## src/rtl/logic_op_pkg.sv

```systemverilog
// Shared opcode encodings for the bitwise logic unit and its arbiter.
package logic_op_pkg;
    localparam int OPW = 3;

    localparam logic [OPW-1:0] OP_AND  = 3'd0;
    localparam logic [OPW-1:0] OP_OR   = 3'd1;
    localparam logic [OPW-1:0] OP_NOT  = 3'd2;
    localparam logic [OPW-1:0] OP_NAND = 3'd3;
    localparam logic [OPW-1:0] OP_NOR  = 3'd4;
    localparam logic [OPW-1:0] OP_XOR  = 3'd5;
    localparam logic [OPW-1:0] OP_XNOR = 3'd6;
    localparam logic [OPW-1:0] OP_RSVD = 3'd7;
endpackage

```

## src/rtl/logic_op_unit.sv

```systemverilog
// Combinational bitwise gate datapath; reserved opcode yields zero data and an error flag.
module logic_op_unit
    import logic_op_pkg::*;
#(
    parameter int WIDTH = 8
) (
    input  logic [OPW-1:0]   op,
    input  logic [WIDTH-1:0] a,
    input  logic [WIDTH-1:0] b,
    output logic [WIDTH-1:0] data,
    output logic             err
);
    // Decode the opcode into one bitwise function of a and b.
    always_comb begin
        data = '0;
        err  = 1'b0;
        case (op)
            OP_AND:  data = a & b;
            OP_OR:   data = a | b;
            OP_NOT:  data = ~a;
            OP_NAND: data = ~(a & b);
            OP_NOR:  data = ~(a | b);
            OP_XOR:  data = a ^ b;
            OP_XNOR: data = ~(a ^ b);
            default: begin
                data = '0;
                err  = 1'b1;
            end
        endcase
    end
endmodule

```

## src/rtl/logic_op_arbiter.sv

```systemverilog
// Round-robin arbiter sharing one logic_op_unit among NREQ requesters,
// with a single registered, tagged response slot.
module logic_op_arbiter
    import logic_op_pkg::*;
#(
    parameter  int NREQ  = 4,
    parameter  int WIDTH = 8,
    localparam int IDW   = $clog2(NREQ)
) (
    input  logic                  clk,
    input  logic                  rst,
    input  logic [NREQ-1:0]       req_valid,
    output logic [NREQ-1:0]       req_ready,
    input  logic [OPW*NREQ-1:0]   req_op,
    input  logic [WIDTH*NREQ-1:0] req_a,
    input  logic [WIDTH*NREQ-1:0] req_b,
    output logic                  rsp_valid,
    input  logic                  rsp_ready,
    output logic [IDW-1:0]        rsp_id,
    output logic [OPW-1:0]        rsp_op,
    output logic [WIDTH-1:0]      rsp_data,
    output logic                  rsp_err
);
    logic [IDW-1:0]   rr_ptr;
    logic [IDW-1:0]   gnt;
    logic             gnt_found;
    logic [OPW-1:0]   sel_op;
    logic [WIDTH-1:0] sel_a;
    logic [WIDTH-1:0] sel_b;
    logic [WIDTH-1:0] fu_data;
    logic             fu_err;
    logic             accept;
    logic             handshake;

    // The slot can take a new result when empty or draining this cycle.
    assign accept    = !rsp_valid || rsp_ready;
    assign handshake = gnt_found && accept && !rst;

    // Scan from rr_ptr upward with wrap at NREQ-1; first valid requester wins
    // and its operands are steered to the shared unit.
    always_comb begin
        gnt       = '0;
        gnt_found = 1'b0;
        sel_op    = '0;
        sel_a     = '0;
        sel_b     = '0;
        for (int k = 0; k < NREQ; k++) begin
            int idx;
            idx = int'(rr_ptr) + k;
            if (idx >= NREQ) idx = idx - NREQ;
            if (!gnt_found && req_valid[idx]) begin
                gnt_found = 1'b1;
                gnt       = IDW'(idx);
                sel_op    = req_op[idx*OPW +: OPW];
                sel_a     = req_a[idx*WIDTH +: WIDTH];
                sel_b     = req_b[idx*WIDTH +: WIDTH];
            end
        end
    end

    // One-hot ready to the granted requester only when the slot can load.
    always_comb begin
        req_ready = '0;
        if (handshake) req_ready[gnt] = 1'b1;
    end

    logic_op_unit #(.WIDTH(WIDTH)) u_unit (
        .op   (sel_op),
        .a    (sel_a),
        .b    (sel_b),
        .data (fu_data),
        .err  (fu_err)
    );

    // Response register and round-robin pointer; pointer moves only on a grant.
    always_ff @(posedge clk) begin
        if (rst) begin
            rsp_valid <= 1'b0;
            rsp_id    <= '0;
            rsp_op    <= '0;
            rsp_data  <= '0;
            rsp_err   <= 1'b0;
            rr_ptr    <= '0;
        end else if (handshake) begin
            rsp_valid <= 1'b1;
            rsp_id    <= gnt;
            rsp_op    <= sel_op;
            rsp_data  <= fu_data;
            rsp_err   <= fu_err;
            rr_ptr    <= (gnt == IDW'(NREQ-1)) ? '0 : gnt + IDW'(1);
        end else if (rsp_valid && rsp_ready) begin
            rsp_valid <= 1'b0;
        end
    end
endmodule

```

## config.mk

```make
export PLATFORM = sky130hd
export DESIGN_NAME = logic_op_arbiter
export DESIGN_NICKNAME = d
export VERILOG_FILES = /design/src/rtl/logic_op_pkg.sv /design/src/rtl/logic_op_unit.sv /design/src/rtl/logic_op_arbiter.sv
export SDC_FILE = /design/constraint.sdc
export NUM_CORES = 1
export LEC_CHECK = 0
export CORE_MARGIN = 2
export CORE_UTILIZATION = 49
export DETAILED_ROUTE_END_ITERATION = 10
export PLACE_DENSITY_LB_ADDON = 0.1
export SKIP_LAST_GASP = 1
export SLEW_MARGIN = 40
export SYNTH_ARGS = -nofsm -noshare
export SYNTH_HDL_FRONTEND = slang
export SYNTH_SLANG_ARGS = --single-unit
```

## constraint.sdc

```tcl
create_clock -name clk -period 5.3 [get_ports clk]
set_clock_uncertainty 0.15 [all_clocks]
set_input_delay 0.53 -clock clk [delete_from_list [all_inputs] [get_ports clk]]
set_output_delay 0.53 -clock clk [all_outputs]
set_load 0.02 [all_outputs]
```

-- After elaboration in Yosys (flattened, before gate mapping)
Cells that the tools add are included.
- ROM bits: 0
- output and inout port bits: 19
- RAM bits: 0
- register bits after elaboration: 17
- word-level logic and storage cells: 114
- memories: 0
- bits in latches: 0
- reductions and logical operators: 16
- multiply operators: 4
- bitwise operators: 7
- multiplexer cells: 44
- divide/modulo/power cells: 0
- $add $sub $neg: 8
- equality and inequality tests: 7
- order comparisons: 10
- shift operators: 12
- operators by type and width (operator ; number):
    32-bit by 32-bit indexed part select with 8-bit output ; 8
    32-bit by 4-bit less-than comparator with 1-bit output (second input constant) ; 4
    32-bit by 3-bit multiplier with 32-bit output (second input constant) ; 4
    32-bit 2-to-1 mux ; 4
    12-bit by 32-bit indexed part select with 3-bit output ; 4
    8-bit 2-to-1 mux ; 8
    8-bit case mux with 7 select lines ; 1
    8-bit NOT ; 4
    1-bit 2-to-1 mux ; 16
    3-bit 2-to-1 mux ; 4
    3-bit by 3-bit subtractor with 4-bit output (second input constant) ; 3
    2-bit 2-to-1 mux ; 5
    3-bit equality test (second input constant) ; 3
    3-bit >= comparator (second input constant) ; 3
    8-bit bitwise AND ; 1
    1-bit binary-select mux with 2-bit select ; 4
    8-bit OR ; 1
    8-bit bitwise XOR ; 1
    1-bit logical AND ; 7
    7-bit OR reduction ; 1
    2-bit by 2-bit adder with 3-bit output (second input constant) ; 2
    3-bit by 2-bit equality test with 1-bit output (second input constant) ; 2
    1-bit zero test ; 5
    4-bit 2-to-1 mux ; 1
    other kinds (12) ; 12

-- Depth between registers and ports, before layout
- word-level depth: 20
- gate-level depth with buffers: 25
- gate-level depth less buffers: 16

-- Hierarchy
A second synthesis with hierarchy kept.
- cell total of the unflattened synthesis: 566
- area, all modules: 5092.4 um2
- by module, submodules not included (module ; seq. area each (um2) ; area an instance (um2) ; cells each ; times used):
    logic_op_arbiter ; 340.3 ; 4307.9 ; 470 ; 1
    logic_op_unit ; 0.0 ; 784.5 ; 96 ; 1

-- Worst setup path after synthesis
No wires, ideal clock.
- kind: register to register
- start point: register rr_ptr[1]
- end point: register rsp_data[2]
- slack: 0.024 ns
- stages on the path, launching flop included: 24
- arrival: 4.996 ns
- path buffers: 11
- data required time: 5.020 ns
- cells stage by stage: dfxtp_1 -> buf_2 -> clkbuf_1 -> inv_1 -> clkbuf_1 -> ha_1 -> buf_6 -> buf_4 -> buf_4 -> buf_2 -> buf_2 -> buf_2 -> buf_2 -> nor2_1 -> ha_1 -> a21oi_2 -> xor2_2 -> and4b_1 -> o41ai_4 -> nor2_4 -> buf_8 -> mux2_4 -> mux2i_1 -> o211ai_1
- cells in the longest elaborated chain, start to end: 18
- RTL lines (what ; RTL line ; source):
    start: declaration ; logic_op_arbiter.sv:24 ; logic [IDW-1:0] rr_ptr;
    start signal: assignment ; logic_op_arbiter.sv:90 ; rr_ptr <= (gnt == IDW'(NREQ-1)) ? '0 : gnt + IDW'(1);
    branches (longest 18 deep; another with 32-bit by 3-bit multiplier with 32-bit output) ; n/a ;
    end signal: assignment ; logic_op_arbiter.sv:88 ; rsp_data <= fu_data;
    end: declaration ; logic_op_arbiter.sv:21 ; output logic [WIDTH-1:0] rsp_data,
Several ways; the timed one is not identified. The select of a mux whose other input is x is not followed.
A chain may end at the register's enable or synchronous reset.

-- Worst setup path after layout
- start point: register rr_ptr[0]
- end point: output req_ready[3]
- cells in the longest elaborated chain, start to end: 20
- RTL lines (what ; RTL line ; source):
    branches (longest 14 deep; another with 3-bit by 3-bit subtractor with 4-bit output) ; n/a ;
    2-bit 2-to-1 mux * ; logic_op_arbiter.sv:51 ; if (!gnt_found && req_valid[idx]) begin
    named net gnt[0] ; logic_op_arbiter.sv:25 ; logic [IDW-1:0] gnt;
    2-bit by 3-bit less-than comparator with 1-bit output (implied by the code) or 2-bit by 1-bit >= comparator with 1-bit output (tied branches) ; logic_op_arbiter.sv:64 ; if (handshake) req_ready[gnt] = 1'b1;
    1-bit logical AND (implied by the code) ; logic_op_arbiter.sv:64 ;
    1-bit 2-to-1 mux (implied by the code) ; logic_op_arbiter.sv:64 ;
    1-bit demux with 2-bit select * ; logic_op_arbiter.sv:64 ;
    4-bit 2-to-1 mux * ; logic_op_arbiter.sv:64 ;
    end: declaration ; logic_op_arbiter.sv:13 ; output logic [NREQ-1:0] req_ready,
Mark *: on every way through the listed nets, which the timed path passes. The select of a mux whose other input is x is not followed.

==> impl_metrics.csv <==
group,metric,value,unit
synthesis,yosysSeqAreaShare,6.56,%
synthesis,synth_top_cell_area_share,16.1,%
synthesis,synth-main-ff-cell,"dfxtp_1",
worst_setup_path,r2r_cells,15,
synthesis,ys_warn_count,0,
synthesis,synth.most_common_cell,"mux2i_1",
finish,regArea,344,µm²
grt,grt_pass1_vias,5051,
worst_setup_path,reg2reg_from,"rr_ptr[0]",
worst_setup_path,r2r_slack,830,ps
finish,area_growth,19.5,%
placement,dp_hpwl,11600,µm
die,die_area,11400,µm²
worst_setup_path,r2r-end,"rsp_data[7]",
drt,ant_nets,0,
worst_setup_path,critPathSlowestCell,"dfxtp_4",
worst_hold_path,hold_class,"flop to flop",
drt,routed_wl,15700,µm
job,cap_violations,0,
worst_setup_path,worst_path_dominant_cell_family,"compound AO/OA/AOI/OAI gates",
grt,grt_usage,27.4,%
synthesis,synth_top_cell_by_area,"mux4_2",
placement,pre_cts_slack,898,ps
clock_tree,numCtsBuffers,3,
finish,nNetsFinal,782,
drt,drt-pass1-iter-count,5,
sta,hold_viol,0,
power_and_ir_drop,p_leak,0.00225,µW
grt,grt-ovfl-total,0,
sta,fmaxAchievable,218,MHz
status,status,"finished, final reports clean",
die,die_height,107,µm
worst_setup_path,slowest_delay,650,ps
clock_tree,cts_setup_buffers,0,
die,die_width,107,µm
drt,wl_met1,6700,µm
clock_tree,cts_buffer_depth,2,
sta,worst_pin_slew,807,ps
sta,finalSetupTns,0,ps
power_and_ir_drop,powerDensity,271,nW/µm²
worst_setup_path,crit_fanout,35,
drt,dr_wl_met3,1040,µm
clock_tree,cts_root_buffer,"clkbuf_8",
worst_hold_path,hold_depth,2,
finish,multiInputGateArea,4410,µm²
sta,finalCritPeriodShare,86.7,%
synthesis,syn_inst,607,
drt,dr_total_vias,5275,
worst_setup_path,arrival,3910,ps
synthesis,synth_common_cells,"mux2i_1, nor2_1, a21oi_1, mux4_2, nand2_1",
drt,drt_iter0_drc,316,
sta,setup_violations,0,
synthesis,synth_edf_count,0,
grt,grt_first_pass_wirelength,25500,µm
grt,antenna_found_initial,0,
finish,insertedDiodeCount,0,
die,core-area,10300,µm²
sta,min_period,4590,ps
worst_setup_path,endpoint,"req_ready[3]",
sta,fin_ws,705,ps
synthesis,async_flop_share,0,%
sta,relSlewSlack,46.0,%
sta,grt_setup_unrepaired,"no",
placement,port_buffers,101,
placement,place_congestion,0.916,
worst_setup_path,worst_setup_path_start_kind,"flop",
worst_setup_path,crit_required,4620,ps
drt,drc,0,
drt,top_layer_used,"met4",
sta,drv_slew,0,
synthesis,ys_ff_latch,17,
worst_setup_path,critPathCaptureType,"output port",
worst_setup_path,crit_chain,"inv_2, ha_4, nor3b_2, a21oi_1, o31ai_2, o21a_1, o31ai_1, inv_1, ha_1, and2_1, clkdlybuf4s50_1",
die,std_cell_rows,37,
worst_setup_path,crit_start,"rr_ptr[0]",
die,initial_core_util,50.2,%
worst_setup_path,cp.depth,11,
synthesis,netlist_area,5190,µm²
die,num_io_pins,102,
grt,grt_max_degree,75,
clock_tree,cts_resized,0,
clock_tree,cts_tree,"yes",
finish,drive_gt1_share,15.2,%
drt,avgRoutedWirePerCell,19.4,µm
synthesis,syn_avg_cell_area,8.54,µm²
worst_setup_path,critPathKind,"flop to output port",
synthesis,synth.distinct_cells,71,
finish,n_fill_cell,917,
drt,via_per_inst,6.54,
drt,wl_met2,7570,µm
clock_tree,h-tree-depth,1,
power_and_ir_drop,ir_drop,0.145,mV
clock_tree,cts_sinks,17,
worst_setup_path,path_buf_inv,3,
clock_tree,clkSlewWorstSetupHoldPaths,80,ps
synthesis,synth_area_leaders,"mux4_2, mux2i_1, ha_1, dfxtp_1, mux2_2",
clock_tree,insertion_delay,260,ps
clock_tree,hold_buffers,0,
## how the worst min path moves through the flow
| stage | from | to |
|---|---|---|
| floorplan | rsp_op[0] | rsp_op[0] |
| detailed placement | rsp_op[0] | rsp_op[0] |
| CTS | rsp_op[0] | rsp_op[0] |
| global route | rsp_op[2] | rsp_op[2] |
| global placement | rsp_op[0] | rsp_op[0] |
| finish | rsp_op[0] | rsp_op[0] |
## placed cells by master, fill, tap and decap left out, drive strengths merged, types with 6 or more instances in the layout
master / synthesis / final
clkdlybuf4s50: 0 / 101
mux2i: 62 / 62
nor2: 45 / 45
a21oi: 38 / 38
mux4: 38 / 38
nand2: 38 / 38
mux2: 34 / 34
ha: 28 / 28
o21ai: 28 / 28
inv: 22 / 22
nand3: 18 / 18
nor2b: 18 / 18
dfxtp: 17 / 17
buf: 45 / 14
o211ai: 13 / 13
o22ai: 12 / 12
o221ai: 12 / 12
a211o: 11 / 11
nand3b: 11 / 11
o31ai: 10 / 10
a22oi: 9 / 9
nand2b: 8 / 8
a211oi: 7 / 7
and2: 6 / 6
nand4: 6 / 6
nor3: 6 / 6
## where the power goes
part / switching (µW) / internal, µW / total (µW) / leakage [µW]
Sequential: 31.7 / 164 / 196 / 0.000142
Combinational: 738 / 637 / 1380 / 0.00209
Clock: 54.4 / 52.4 / 107 / 0.0000255
## area by class of cell
cell class / instances / area share [%]
clock buffer: 3 / 0.666
clock inverter: 1 / 0.0808
inverter: 24 / 1.45
multi-input combinational: 510 / 71.2
sequential: 17 / 5.55
tap: 136 / 2.75
timing repair buffer: 115 / 18.3
## kinds of logic after synthesis
| family | share of synthesized area [%] |
|---|---|
| AOI/OAI and AO/OA | 24.5 |
| xor gates and xnor gates | 0.314 |
| DFF | 6.56 |
| muxes | 36.4 |
| other | 0.0723 |
| adders and majority gates | 6.76 |
| buffers and inverters | 8.66 |
| and+or+nand+nor | 16.8 |
## per-stage QoR
step | instances | util (%) | cell area, µm² | hold WS [ps] | total power [µW]
finish | 806 | 60.0 | 6200 | 300 | 1680
global route | 806 | 60.0 | 6200 | 330 | 1810
CTS | 806 | 60.0 | 6200 | 302 | 1670
detailed placement | 802 | 59.6 | 6150 | 292 | 1560
global placement | 802 | 59.5 | 6150 | 283 | 1530
floorplan | 608 | - | 5190 | 371 | 1220
## sequential cells by signal (all words and copies together), names as in the netlist
signal,flops
rr_ptr,2
rsp_err,1
rsp_data,8
rsp_id,2
rsp_op,3
rsp_valid,1
## metal layers
layer	global-route usage, %	vias to the layer above
met1	38.7	2539
li1	-	2484
met5	0	-
met4	6.31	0
met2	45.7	224
met3	2.19	28
## tightest hold or removal path: cells and delay by family (launching register included)
| kind | cells | cell delay (ps) |
|---|---|---|
| and+or+nand+nor | 2 | 90 |
| DFF | 1 | 320 |
Power figures use the tool's default switching activity.
==> variant, RTL diff (same settings) <==
The parameter `NREQ` goes from 4 to 2.
--- a/src/rtl/logic_op_arbiter.sv
+++ b/src/rtl/logic_op_arbiter.sv
@@ -3,7 +3,7 @@
 module logic_op_arbiter
     import logic_op_pkg::*;
 #(
-    parameter  int NREQ  = 4,
+    parameter  int NREQ  = 2,
     parameter  int WIDTH = 8,
     localparam int IDW   = $clog2(NREQ)
 ) (
Ports: changed (6 resized); port bits go from 102 to 59. The function was not compared with the original's and may differ.
==> variant against the original RTL <==
- worst setup slack improved by 1000 ps
- total power decreased by 73%
- highest routed layer unchanged
- sequential cell count is 2 lower
- combinational power down 83%
- global-route usage shrank 2.6 points
- register-to-register slack gained 1900 ps
- final area decreased by 64%
- synthesized cell count shrank 67%
- wire length down 72%
- critical endpoint is now req_ready[1]
- area after synthesis shrank 69%
- fmax increased by 28%
- cell count fell by 64%
==> variant: results (changes against the original RTL) <==
\begin{tabular}{lr}
\hline
Metric & Value \\
\hline
\multicolumn{2}{l}{\textbf{Worst setup path}} \\
\quad Max stage delay on crit path & 810 ps (was 650 ps) \\
\quad Library cell contributing the largest single delay on the critical path & clkdlybuf4s50\_1 (was dfxtp\_4) \\
\quad Endpoint arrival time on the critical path & 2910 ps (was 3910 ps) \\
\quad Top cell family by delay on the critical path & buffers and inverters (was compound AO/OA/AOI/OAI gates) \\
\quad Critical R2R Launch & rr\_ptr (was rr\_ptr[0]) \\
\quad Setup slack, reg-to-reg & 2710 ps (was 830 ps) \\
\quad Worst Reg2Reg Path Length in Cells & 5 (was 15) \\
\multicolumn{2}{l}{\textbf{Synthesis}} \\
\quad Cell types occupying the most area after synthesis & dfxtp\_1, ha\_1, a22oi\_1, nor2\_1, mux2i\_1 (was mux4\_2, mux2i\_1, ha\_1, dfxtp\_1, mux2\_2) \\
\quad Synth top cells by count & nor2\_1, ha\_1, inv\_1 (was mux2i\_1, nor2\_1, a21oi\_1, mux4\_2, nand2\_1) \\
\quad XOR/XNOR Fraction of Synth Area & 0\% (was 0.314\%) \\
\quad Count of cell types in the netlist & 44 (was 71) \\
\quad Adder-cell share of the synthesized area & 12.3\% (was 6.76\%) \\
\multicolumn{2}{l}{\textbf{Route}} \\
\quad Drt first pass iters & 4 (was 5) \\
\quad Initial drt markers & 78 (was 316) \\
\quad Drt via density & 5.89 (was 6.54) \\
\quad Overall routed net length & 4360 um (was 15700 um) \\
\multicolumn{2}{l}{\textbf{Layout}} \\
\quad Filler Cell Count & 272 (was 917) \\
\quad Fraction of layout cells with a size suffix above 1 & 9.24\% (was 15.2\%) \\
\multicolumn{2}{l}{\textbf{GRT}} \\
\quad Largest net degree at the start of global routing & 23 (was 75) \\
\quad Global-route wire length before repair & 7000 um (was 25500 um) \\
\quad Overall Global Routing Usage & 24.8\% (was 27.4\%) \\
\quad Vias in the first global route & 1595 (was 5051) \\
\multicolumn{2}{l}{\textbf{Min path}} \\
\quad Hold path cells & 1 (was 2) \\
\quad Hold Path Origin & rsp\_id (was rsp\_op[0]) \\
\quad Hold Crit Endpoint & rsp\_id (was rsp\_op[0]) \\
\multicolumn{2}{l}{\textbf{Timing}} \\
\quad Hold WS & 316 ps (was 300 ps) \\
\quad Normalized max-slew margin & 47.2\% (was 46.0\%) \\
\multicolumn{2}{l}{\textbf{Clock network}} \\
\quad Clock slew at the register clock pins of the worst setup and hold paths & 100 ps (was 80 ps) \\
\quad Skew-Pair Late Insertion Delay & 300 ps (was 260 ps) \\
\quad Number of levels in the clock H-tree & 1 (unchanged) \\
\quad Clk Tree Root Cell & clkbuf\_4 (was clkbuf\_8) \\
\multicolumn{2}{l}{\textbf{Placed design}} \\
\quad Setup slack after placement & 1690 ps (was 898 ps) \\
\quad Number of buffer cells added on primary ports & 58 (was 101) \\
\multicolumn{2}{l}{\textbf{Outcome}} \\
\quad Run status & finished clean (unchanged) \\
\multicolumn{2}{l}{\textbf{Pwr}} \\
\quad Leakage & 0.914 nW (was 2.25 nW) \\
\hline
\end{tabular}
variant: changes by cell type in the layout (fill, tap and decap cells not counted), moves of 12 or more:
cell             delta
nand2_1            -27
nor2_1             -24
o22ai_1            -12
mux2_2             -22
nor2b_1            -15
clkdlybuf4s50_1    -43
o221ai_1           -12
mux4_2             -37
a21oi_1            -28
o21ai_0            -17
mux2i_1            -56
nand3_1            -15
variant: how the worst max path moves through the flow:
stage | from | to | slack [ps] | cells after the start
3_3_place_gp | req_valid[1] | rsp_data[7] | 1640 | 8
5_1_grt | req_valid[1] | req_ready[1] | 1530 | 5
4_1_cts | req_valid[1] | req_ready[1] | 1680 | 5
2_1_floorplan | req_valid[0] | rsp_data[2] | 2930 | 9
3_5_place_dp | req_valid[1] | req_ready[1] | 1690 | 5
6_report | req_valid[1] | req_ready[1] | 1710 | 5
variant: area by class of cell:
type	instances	share of cell area, %
Sequential cell	15	13.6
Timing Repair Buffer	61	27.1
Clock buffer	3	1.02
Clock inverter	1	0.226
Tap cell	44	2.49
Multi-Input combinational cell	152	52.7
Inverter	17	2.89
variant: power by group:
part / switching, W / total, W / internal, W
logic: 0.000127 / 0.000241 / 0.000114
registers: 0.00000688 / 0.000132 / 0.000125
clock network: 0.0000457 / 0.0000738 / 0.0000282
total: 0.000180 / 0.000447 / 0.000267
variant: metal layers:
layer	vias to the layer above	share of wire (%)	global-route usage, %
met2	47	47	43.0
met1	814	47	31.4
met5	-	0	0
met4	0	1.6	9.42
met3	7	4.5	2.73
li1	857	-	-
variant: per-stage QoR:
step	instance area, um2	instances	utilization, %
floorplan	1620	201	-
global placement	2160	286	69.6
detailed placement	2180	289	70.4
CTS	2210	293	71.3
global route	2210	293	71.3
finish	2210	293	71.3
